File: config.mk
export PLATFORM = sky130hd
export DESIGN_NAME = lifo_reader
export DESIGN_NICKNAME = d
export VERILOG_FILES = /design/src/rtl/lifo_reader.sv
export SDC_FILE = /design/constraint.sdc
export NUM_CORES = 1
export LEC_CHECK = 0
export BUFFER_PORTS_ARGS = -buffer_cell sky130_fd_sc_hd__buf_2
export CORE_MARGIN = 2
export CORE_UTILIZATION = 55
export DETAILED_ROUTE_END_ITERATION = 6
export PLACE_DENSITY = 0.76
export SLEW_MARGIN = 20
export SYNTH_ARGS = -nofsm -noshare
export SYNTH_HDL_FRONTEND = slang
export SYNTH_SLANG_ARGS = --single-unit
File: constraint.sdc
create_clock -name clk -period 4.15 [get_ports clk]
set_input_delay 1.0375 -clock clk [delete_from_list [all_inputs] [get_ports clk]]
set_output_delay 1.0375 -clock clk [all_outputs]
set_load 0.005 [all_outputs]
File: src/rtl/lifo_reader.sv
// lifo_reader: pops a commanded number of words from a LIFO-style stack
// (rn/empty/stk_data), absorbs the stack read latency with a delay line of
// valid bits, and presents the words on a valid/ready stream through a
// credit-managed buffer.
//
// Handshake: a word moves on the output stream at a rising clk edge where
// m_valid && m_ready. m_valid and m_data come from flops only; m_valid never
// drops and m_data never changes while m_valid && !m_ready.
//
// Optional feature macro: LIFO_RD_LAST_EN adds m_last, flagging the final
// word of each command.
module lifo_reader #(
  parameter int WIDTH  = 8,
  parameter int CW     = 8,
  parameter int RD_LAT = 1,
  parameter int DEPTH  = 4
) (
  input  logic             clk,
  input  logic             rst,
  input  logic             start,
  input  logic [CW-1:0]    count,
  output logic             rn,
  input  logic             empty,
  input  logic [WIDTH-1:0] stk_data,
  output logic             m_valid,
  output logic [WIDTH-1:0] m_data,
  input  logic             m_ready,
  output logic             busy,
  output logic             done,
  output logic             err,
`ifdef LIFO_RD_LAST_EN
  output logic             m_last,
`endif
  output logic [1:0]       dbg_state
);

  localparam int PW = (DEPTH > 1) ? $clog2(DEPTH) : 1;
  localparam int OW = $clog2(DEPTH + 1);

  typedef enum logic [1:0] {
    S_IDLE  = 2'd0,
    S_POP   = 2'd1,
    S_DRAIN = 2'd2
  } state_t;

  state_t           state_q, state_d;
  logic [CW-1:0]    remaining_q, remaining_d;
  logic             count_mode_q, count_mode_d;
  logic             err_q, err_d;
  logic [OW-1:0]    outs_q, outs_d;
  logic [RD_LAT-1:0] lat_q, lat_d;
  logic [WIDTH-1:0] mem_q [DEPTH];
  logic [WIDTH-1:0] mem_d [DEPTH];
  logic [PW-1:0]    wr_ptr_q, wr_ptr_d;
  logic [PW-1:0]    rd_ptr_q, rd_ptr_d;
  logic [OW-1:0]    occ_q, occ_d;

  logic             rn_int;
  logic             done_int;
  logic             push_in;
  logic             pop_out;
  logic             words_left;
  logic             has_credit;
  logic [OW:0]      credit_used;

  function automatic logic [PW-1:0] ptr_inc(input logic [PW-1:0] p);
    return (p == PW'(DEPTH - 1)) ? '0 : p + PW'(1);
  endfunction

  // Pop request: stack has data, command wants more, and the words already
  // owed to the buffer (in flight + stored, minus the one leaving now) leave room.
  always_comb begin
    pop_out     = (occ_q != '0) && m_ready;
    push_in     = lat_q[RD_LAT-1];
    credit_used = {1'b0, outs_q} + {1'b0, occ_q} - (OW + 1)'(pop_out);
    has_credit  = credit_used < (OW + 1)'(DEPTH);
    words_left  = !count_mode_q || (remaining_q != '0);
    rn_int      = (state_q == S_POP) && !empty && words_left && has_credit;
  end

  // Command FSM: next state, remaining counter, underflow flag, done pulse.
  always_comb begin
    state_d      = state_q;
    remaining_d  = remaining_q;
    count_mode_d = count_mode_q;
    err_d        = err_q;
    done_int     = 1'b0;
    case (state_q)
      S_IDLE: begin
        if (start) begin
          remaining_d  = count;
          count_mode_d = (count != '0);
          err_d        = 1'b0;
          state_d      = S_POP;
        end
      end
      S_POP: begin
        if (rn_int) begin
          if (count_mode_q) begin
            remaining_d = remaining_q - CW'(1);
            if (remaining_q == CW'(1)) state_d = S_DRAIN;
          end
        end else if (empty) begin
          state_d = S_DRAIN;
          if (count_mode_q && (remaining_q != '0)) err_d = 1'b1;
        end
      end
      S_DRAIN: begin
        if ((outs_q == '0) && (occ_q == '0)) begin
          done_int = 1'b1;
          state_d  = S_IDLE;
        end
      end
      default: state_d = S_IDLE;
    endcase
  end

  // Read-return tracking and output buffer bookkeeping.
  always_comb begin
    outs_d = outs_q;
    if (rn_int && !push_in)      outs_d = outs_q + OW'(1);
    else if (!rn_int && push_in) outs_d = outs_q - OW'(1);

    lat_d    = lat_q;
    lat_d[0] = rn_int;
    for (int i = 1; i < RD_LAT; i++) lat_d[i] = lat_q[i-1];

    occ_d = occ_q;
    if (push_in && !pop_out)      occ_d = occ_q + OW'(1);
    else if (!push_in && pop_out) occ_d = occ_q - OW'(1);

    mem_d    = mem_q;
    wr_ptr_d = wr_ptr_q;
    rd_ptr_d = rd_ptr_q;
    if (push_in) begin
      mem_d[wr_ptr_q] = stk_data;
      wr_ptr_d        = ptr_inc(wr_ptr_q);
    end
    if (pop_out) rd_ptr_d = ptr_inc(rd_ptr_q);
  end

  // State and datapath registers; reset discards every in-flight and buffered word.
  always_ff @(posedge clk or negedge rst) begin
    if (!rst) begin
      state_q      <= S_IDLE;
      remaining_q  <= '0;
      count_mode_q <= 1'b0;
      err_q        <= 1'b0;
      outs_q       <= '0;
      lat_q        <= '0;
      mem_q        <= '{default: '0};
      wr_ptr_q     <= '0;
      rd_ptr_q     <= '0;
      occ_q        <= '0;
    end else begin
      state_q      <= state_d;
      remaining_q  <= remaining_d;
      count_mode_q <= count_mode_d;
      err_q        <= err_d;
      outs_q       <= outs_d;
      lat_q        <= lat_d;
      mem_q        <= mem_d;
      wr_ptr_q     <= wr_ptr_d;
      rd_ptr_q     <= rd_ptr_d;
      occ_q        <= occ_d;
    end
  end

`ifdef LIFO_RD_LAST_EN
  logic [DEPTH-1:0] last_q, last_d;
  logic             stop_pops;

  // A returning word is the last one when no further pop can be issued and it
  // is the only word still in flight.
  always_comb begin
    stop_pops = (state_q == S_DRAIN) || ((state_q == S_POP) && !rn_int && empty);
    last_d    = last_q;
    if (push_in) last_d[wr_ptr_q] = stop_pops && (outs_q == OW'(1));
  end

  // Per-entry last flag, stored alongside the data word.
  always_ff @(posedge clk or negedge rst) begin
    if (!rst) last_q <= '0;
    else      last_q <= last_d;
  end

  assign m_last = (occ_q != '0) && last_q[rd_ptr_q];
`endif

  assign rn        = rn_int;
  assign m_valid   = (occ_q != '0);
  assign m_data    = mem_q[rd_ptr_q];
  assign busy      = (state_q != S_IDLE);
  assign done      = done_int;
  assign err       = err_q;
  assign dbg_state = state_q;

endmodule

; ---- Word-level counts from Yosys, hierarchy flattened
; Index checks and enable logic that the tools add are counted.
; Widths: inputs -> output; s select.
[totals]
out_inout_bits = 15
elab_cells = 104
reg_bits = 55
inputBits = 21
[op_classes]
muxes = 30
bitwise = 2
n_reduce_logical = 31
n_eq_ne = 15
order_cmp = 4
addsub = 9
[ops]
columns = cell, count
row1 = $mux 8, 6
row2 = $bwmux 32, 1
row3 = $bmux 8 s2, 1
row4 = $demux 8 s2, 1
row5 = $mux 2, 8
row6 = $pmux 8 s2, 1
row7 = $reduce_bool 8->1, 2
row8 = $mux 3, 4
row9 = $ne 2x2->1 const B, 6
row10 = $logic_and 1x1->1, 11
row11 = $reduce_and 5->1, 2
row12 = $eq 8x1->1 const B, 1
row13 = $reduce_bool 2->1, 4
row14 = $sub 8x1->8 const B, 1
row15 = $add 3x1->3 const B, 2
row16 = $eq 2x2->1 const B, 3
row17 = $ge 3x3->1 const B, 2
row18 = $logic_not 3->1, 2
row19 = $mux 1, 6
row20 = $ne 3x3->1 const B, 2
row21 = $not 2->3, 2
row22 = $pmux 2 s3, 1
row23 = $sub 3x1->3 const B, 2
row24 = $logic_not 1->1, 5
row25 = 14 further kinds, 15

; ---- Longest topological paths before layout
[logic_depth]
word_depth = 9
depth_mapped = 17
depth_no_buf = 17

; ---- Least setup slack after synthesis
; Ideal clock, no wire load.
[synth_timing]
path_kind = input -> register
from = input port m_ready
to = register outs_q[2]
path_slack_ns = 0.774
path_buffers = 0
setup_time_ns = 0.080
arrival_ns = 3.296
t_required_ns = 4.070
stages = 15
path_cell_list = nand2_1 -> inv_1 -> ha_1 -> inv_1 -> ha_1 -> and3b_1 -> o211ai_1 -> o211ai_1 -> inv_1 -> ha_1 -> inv_1 -> fa_1 -> xor2_1 -> nor2_1 -> xnor2_1
[synth_between]
elab_chain_cells = 7
word_cells_on_any_way = 9
cone_classes = 1 x add/sub / 1 x order compare / 1 x mux / 6 x reduce/logical
[synth_lines]
columns = item, line_no
row1 = from (decl), 27  ; input logic m_ready,
row2 = $logic_and 1x1->1 (*), 73  ; pop_out = (occ_q != '0) && m_ready;
row3 = net pop_out, 61  ; logic pop_out;
row4 = $sub 4x1->4 (*), 75  ; credit_used = {1'b0, outs_q} + {1'b0, occ_q} - (OW + 1)'(pop_out);
row5 = $lt 4x3->1 (*), 76  ; has_credit = credit_used < (OW + 1)'(DEPTH);
row6 = $logic_and 1x1->1 (*), 78  ; rn_int = (state_q == S_POP) && !empty && words_left && has_credit;
row7 = net rn, 22  ; output logic rn,
row8 = $logic_not 1->1, 122  ; else if (!rn_int && push_in) outs_d = outs_q - OW'(1);
row9 = $logic_and 1x1->1, 122
row10 = $reduce_bool 2->1 (no line), -
row11 = to (signal assigned), 160  ; outs_q <= outs_d;
row12 = to (decl), 50  ; logic [OW-1:0] outs_q, outs_d;
; Mark *: on every way through the listed nets, which the timed path passes. The rest lies on a longest branch.
; A chain may end at the register's enable or synchronous reset.

; ---- Worst setup path after layout
[layout_timing]
from = input port m_ready
to = output port rn
[layout_between]
elab_chain_cells = 4
[layout_lines]
columns = item, line_no
row1 = $logic_and 1x1->1, 73
row2 = net pop_out, 61
row3 = $sub 4x1->4, 75
row4 = $lt 4x3->1, 76
row5 = $logic_and 1x1->1, 78
row6 = to (decl), 22
; The timed path passes the listed nets, and every way through them passes these cells.

==> summary.md <==
| Metric | Value |
|---|---|
| Outcome | `finished clean` |
| FF-to-FF setup slack | `920 ps` |
| Starting Density | `0.574` |
| Critical Path End Type | `output pin` |
| Flops & latches, synth | `55` |
| Post-DP HPWL | `3.97 mm` |
| Final WL | `5.49 mm` |
| Final Hold Fails | `0` |
| Area Overhead vs Synth | `11.5%` |
| Worst r2r src | `occ_q[0]` |
| Hold Path Class | `flip-flop to flip-flop` |
| Synthesized area per cell | `12.1 sq um` |
| Register area share after synthesis | `0.467` |
| H-Tree Depth | `2` |
| Worst-skew pair later-pin latency | `310 ps` |
| RD Place Congestion | `between 0.8 and 0.9` |
| Vias per inst | `5.76` |
| Crit path buf inv count | `5` |
| VDD IR max | `0.000220 V` |
| Clock Pin Slew Worst Setup and Hold Paths | `roughly 100 ps` |
| Vias | `2021` |
| Main flop type after synthesis | `dfrtp_1` |
| Maximum buffer depth of the clock tree | `2` |
| Final hold slack | `504 ps` |
| Crit path cell chain | `buf_2, nand2_1, inv_1, ha_1, inv_1, ha_1, and3b_1, o211ai_1, o211ai_1, inv_1, buf_2` |
| Largest net degree at the start of global routing | `40` |
| CP Launch Type | `primary input` |
| Worst-Margin Slew | `947 ps` |
| Die X | `77.2 microns` |
| Total GRT Usage | `0.196` |
| Yosys Warn Count | `0` |
| CTS Hold Bufs | `0` |
| Largest delay share family, worst path | `buffers and inverters` |
| First-pass GRT wire length | `9.17 mm` |
| CTS tree | `built` |
| Hold endpoint | `err` |
| RSZ-0062 raised after global routing | `no` |
| Worst path max stage delay | `230 ps` |
| Slew Limit Fails | `0` |
| CP Data Required Time | `3110 ps` |
| Number of global-route vias before repair | `2001` |
| Leak pwr | `1.44 nW` |
| Initial antenna violation count | `0` |
| FF-to-FF End | `outs_q[2]` |
| Sink Count | `55` |
| Setup Fix Bufs, Post-CTS | `0` |
| Post-synth EDFFs | `0` |
| R2R depth | `17` |
| Post-DP Area | `between 3000 and 4000 sq um` |
| Worst hold path startpoint | `err` |
| Fin nets | `318` |
| Setup Viol. Count Final | `0` |
| Rows | `26` |
| Distinct cells, synth | `47` |
| Max Freq | `0.264 GHz` |
| Number of routed nets with antenna violations | `0` |
| Power Density | `405 nW/um^2` |
| Top cells by area, synth | `dfrtp_1 (47%), mux2_2 (13%), ha_1 (6.4%)` |
| Syn Nets | `282` |
| WHS Path Cells | `2` |
| CP max-delay cell | `ha_1` |
| Average wire per standard cell | `15.6 microns` |
| Asr flop ratio synth | `1.00` |
| Post-route cell area | `roughly 3300 sq um` |
| DRC errors left | `0` |
| Most used cell along the critical path | `inv_1` |
| # diodes | `0` |
| Finished Core Util | `0.639` |
| DR pass1 iterations | `4` |
| Clock root buffer | `clkbuf_8` |
| Proportion of layout cells with a drive suffix above 1 | `0.331` |
| Number of CTS-inserted buffers | `5` |
| Crit path kind | `primary input to output pin` |
| Period utilization | `0.913` |
| # resized after CTS | `0` |
| Post-synth top area share | `0.467` |
| Max Cap Viol | `0` |
| Seq. cell area | `~1400 sq um` |
| Largest fanout on the critical path | `6` |
| Synth area leader | `dfrtp_1` |
| Number of fill cells | `427` |
| Multi-input gate area | `1470 sq um` |
| Slew headroom | `0.367` |
| Synthesized instance count | `244` |
| Core Area | `5140 sq um` |
| Setup TNS | `0 ps` |
| Grt ovf | `0` |
| I/O Pins | `36` |
| Die ar. | `5960 sq um` |
| Die H | `77.2 microns` |
| Post-Route Skew | `6.59 ps` |
| Worst Path Arrival | `around 2800 ps` |
| Iter 0 DRT Violations | `74` |
| Synthesized area | `approximately 2900 sq um` |
| # port buffers | `35` |
| Post-layout minimum cycle time | `around 3800 ps` |
==> registers in the layout, indices dropped and copies added (netlist names) <==
signal,count
rd_ptr_q,2
outs_q,3
wr_ptr_q,2
remaining_q,8
count_mode_q,1
lat_q,1
err,1
dbg_state,2
mem_q,32
occ_q,3
==> worst min-delay path: stages, from the launching register on <==
cell,delay [ps]
dfrtp_1,350
a31oi_1,40
nor2_1,80
==> worst max-delay path by stage <==
stage | start | end | depth (start not counted)
after floorplan | m_ready | outs_q[2] | 15
after global placement | m_ready | rn | 11
after detailed placement | m_ready | rn | 11
after CTS | m_ready | rn | 11
after global routing | m_ready | rn | 11
final | m_ready | rn | 11
==> report_power, final <==
part / switching [mW] / internal (mW)
Clock: 0.178 / 0.137
Combinational: 0.154 / 0.215
Sequential: 0.0683 / 0.579
==> routing by layer <==
layer | GRT usage | wire, microns | share of wire | vias up
met2 | 0.321 | 2690 | 0.49 | 45
li1 | - | - | - | 959
met4 | 0.0714 | 82 | 0.015 | 0
met3 | 0.0388 | 253 | 0.046 | 9
met5 | 0 | 0 | 0 | -
met1 | 0.261 | 2470 | 0.45 | 1008
==> cells in the final DEF, fill, tap and decap left out, types with 3 or more instances in the layout <==
master and instances:
dfrtp_1 55, mux2_2 35, buf_2 35, inv_1 18, ha_1 15, nand2_1 14, nor2_1 11, a21oi_1 8
mux4_2 8, clkbuf_8 6, mux2i_1 5, nor4_1 5, o21ai_0 5, xnor2_1 4, nor3_1 4, or2_2 3
or4_1 3, o2111ai_1 3, o22ai_1 3, a2bb2oi_1 3
==> synthesized netlist by cell type, types with 2 or more instances <==
master	n
mux2i_1	5
o22ai_1	3
and3b_1	2
a21o_1	2
a2bb2oi_1	3
xnor2_1	4
a21oi_1	8
xor2_1	2
or4_1	3
buf_1	2
dfrtp_1	55
nand2_1	14
mux2_2	35
nand3_1	2
nor3_1	4
fa_1	2
a211oi_1	2
ha_1	15
o2bb2ai_1	2
inv_1	18
o2111ai_1	3
or2_2	3
nor2_1	11
mux4_2	8
o211ai_1	2
clkbuf_1	4
or3_1	2
o21ai_0	5
nor4_1	5
==> cells by family (layout without fill, tap and decap cells) <==
logic type | Yosys count | after routing | share of synthesized area
DFF | 55 | 55 | 0.467
and+or+nand+nor | 54 | 54 | 0.0985
muxes | 48 | 48 | 0.212
AOI/OAI and AO/OA | 38 | 38 | 0.0917
buffers and inverters | 26 | 63 | 0.0361
adders and majority gates | 17 | 17 | 0.0773
xor gates and xnor gates | 6 | 6 | 0.0178
==> area by class of cell <==
type | instances | area share
inverter | 18 | 0.0206
multi-input combinational | 163 | 0.446
tap | 70 | 0.0267
timing repair buffer | 37 | 0.0579
clock inverter | 2 | 0.00495
sequential | 55 | 0.419
clock buffer | 6 | 0.0251
==> stage by stage <==
step | instances | setup WS [ps] | power [mW]
2_1_floorplan | 244 | 774 | 0.909
3_3_place_gp | 343 | 416 | 1.02
3_5_place_dp | 343 | 366 | 1.03
4_1_cts | 351 | 362 | 1.35
5_1_grt | 351 | 165 | 1.42
6_report | 351 | 361 | 1.33
(Power assumes the default switching activity.)
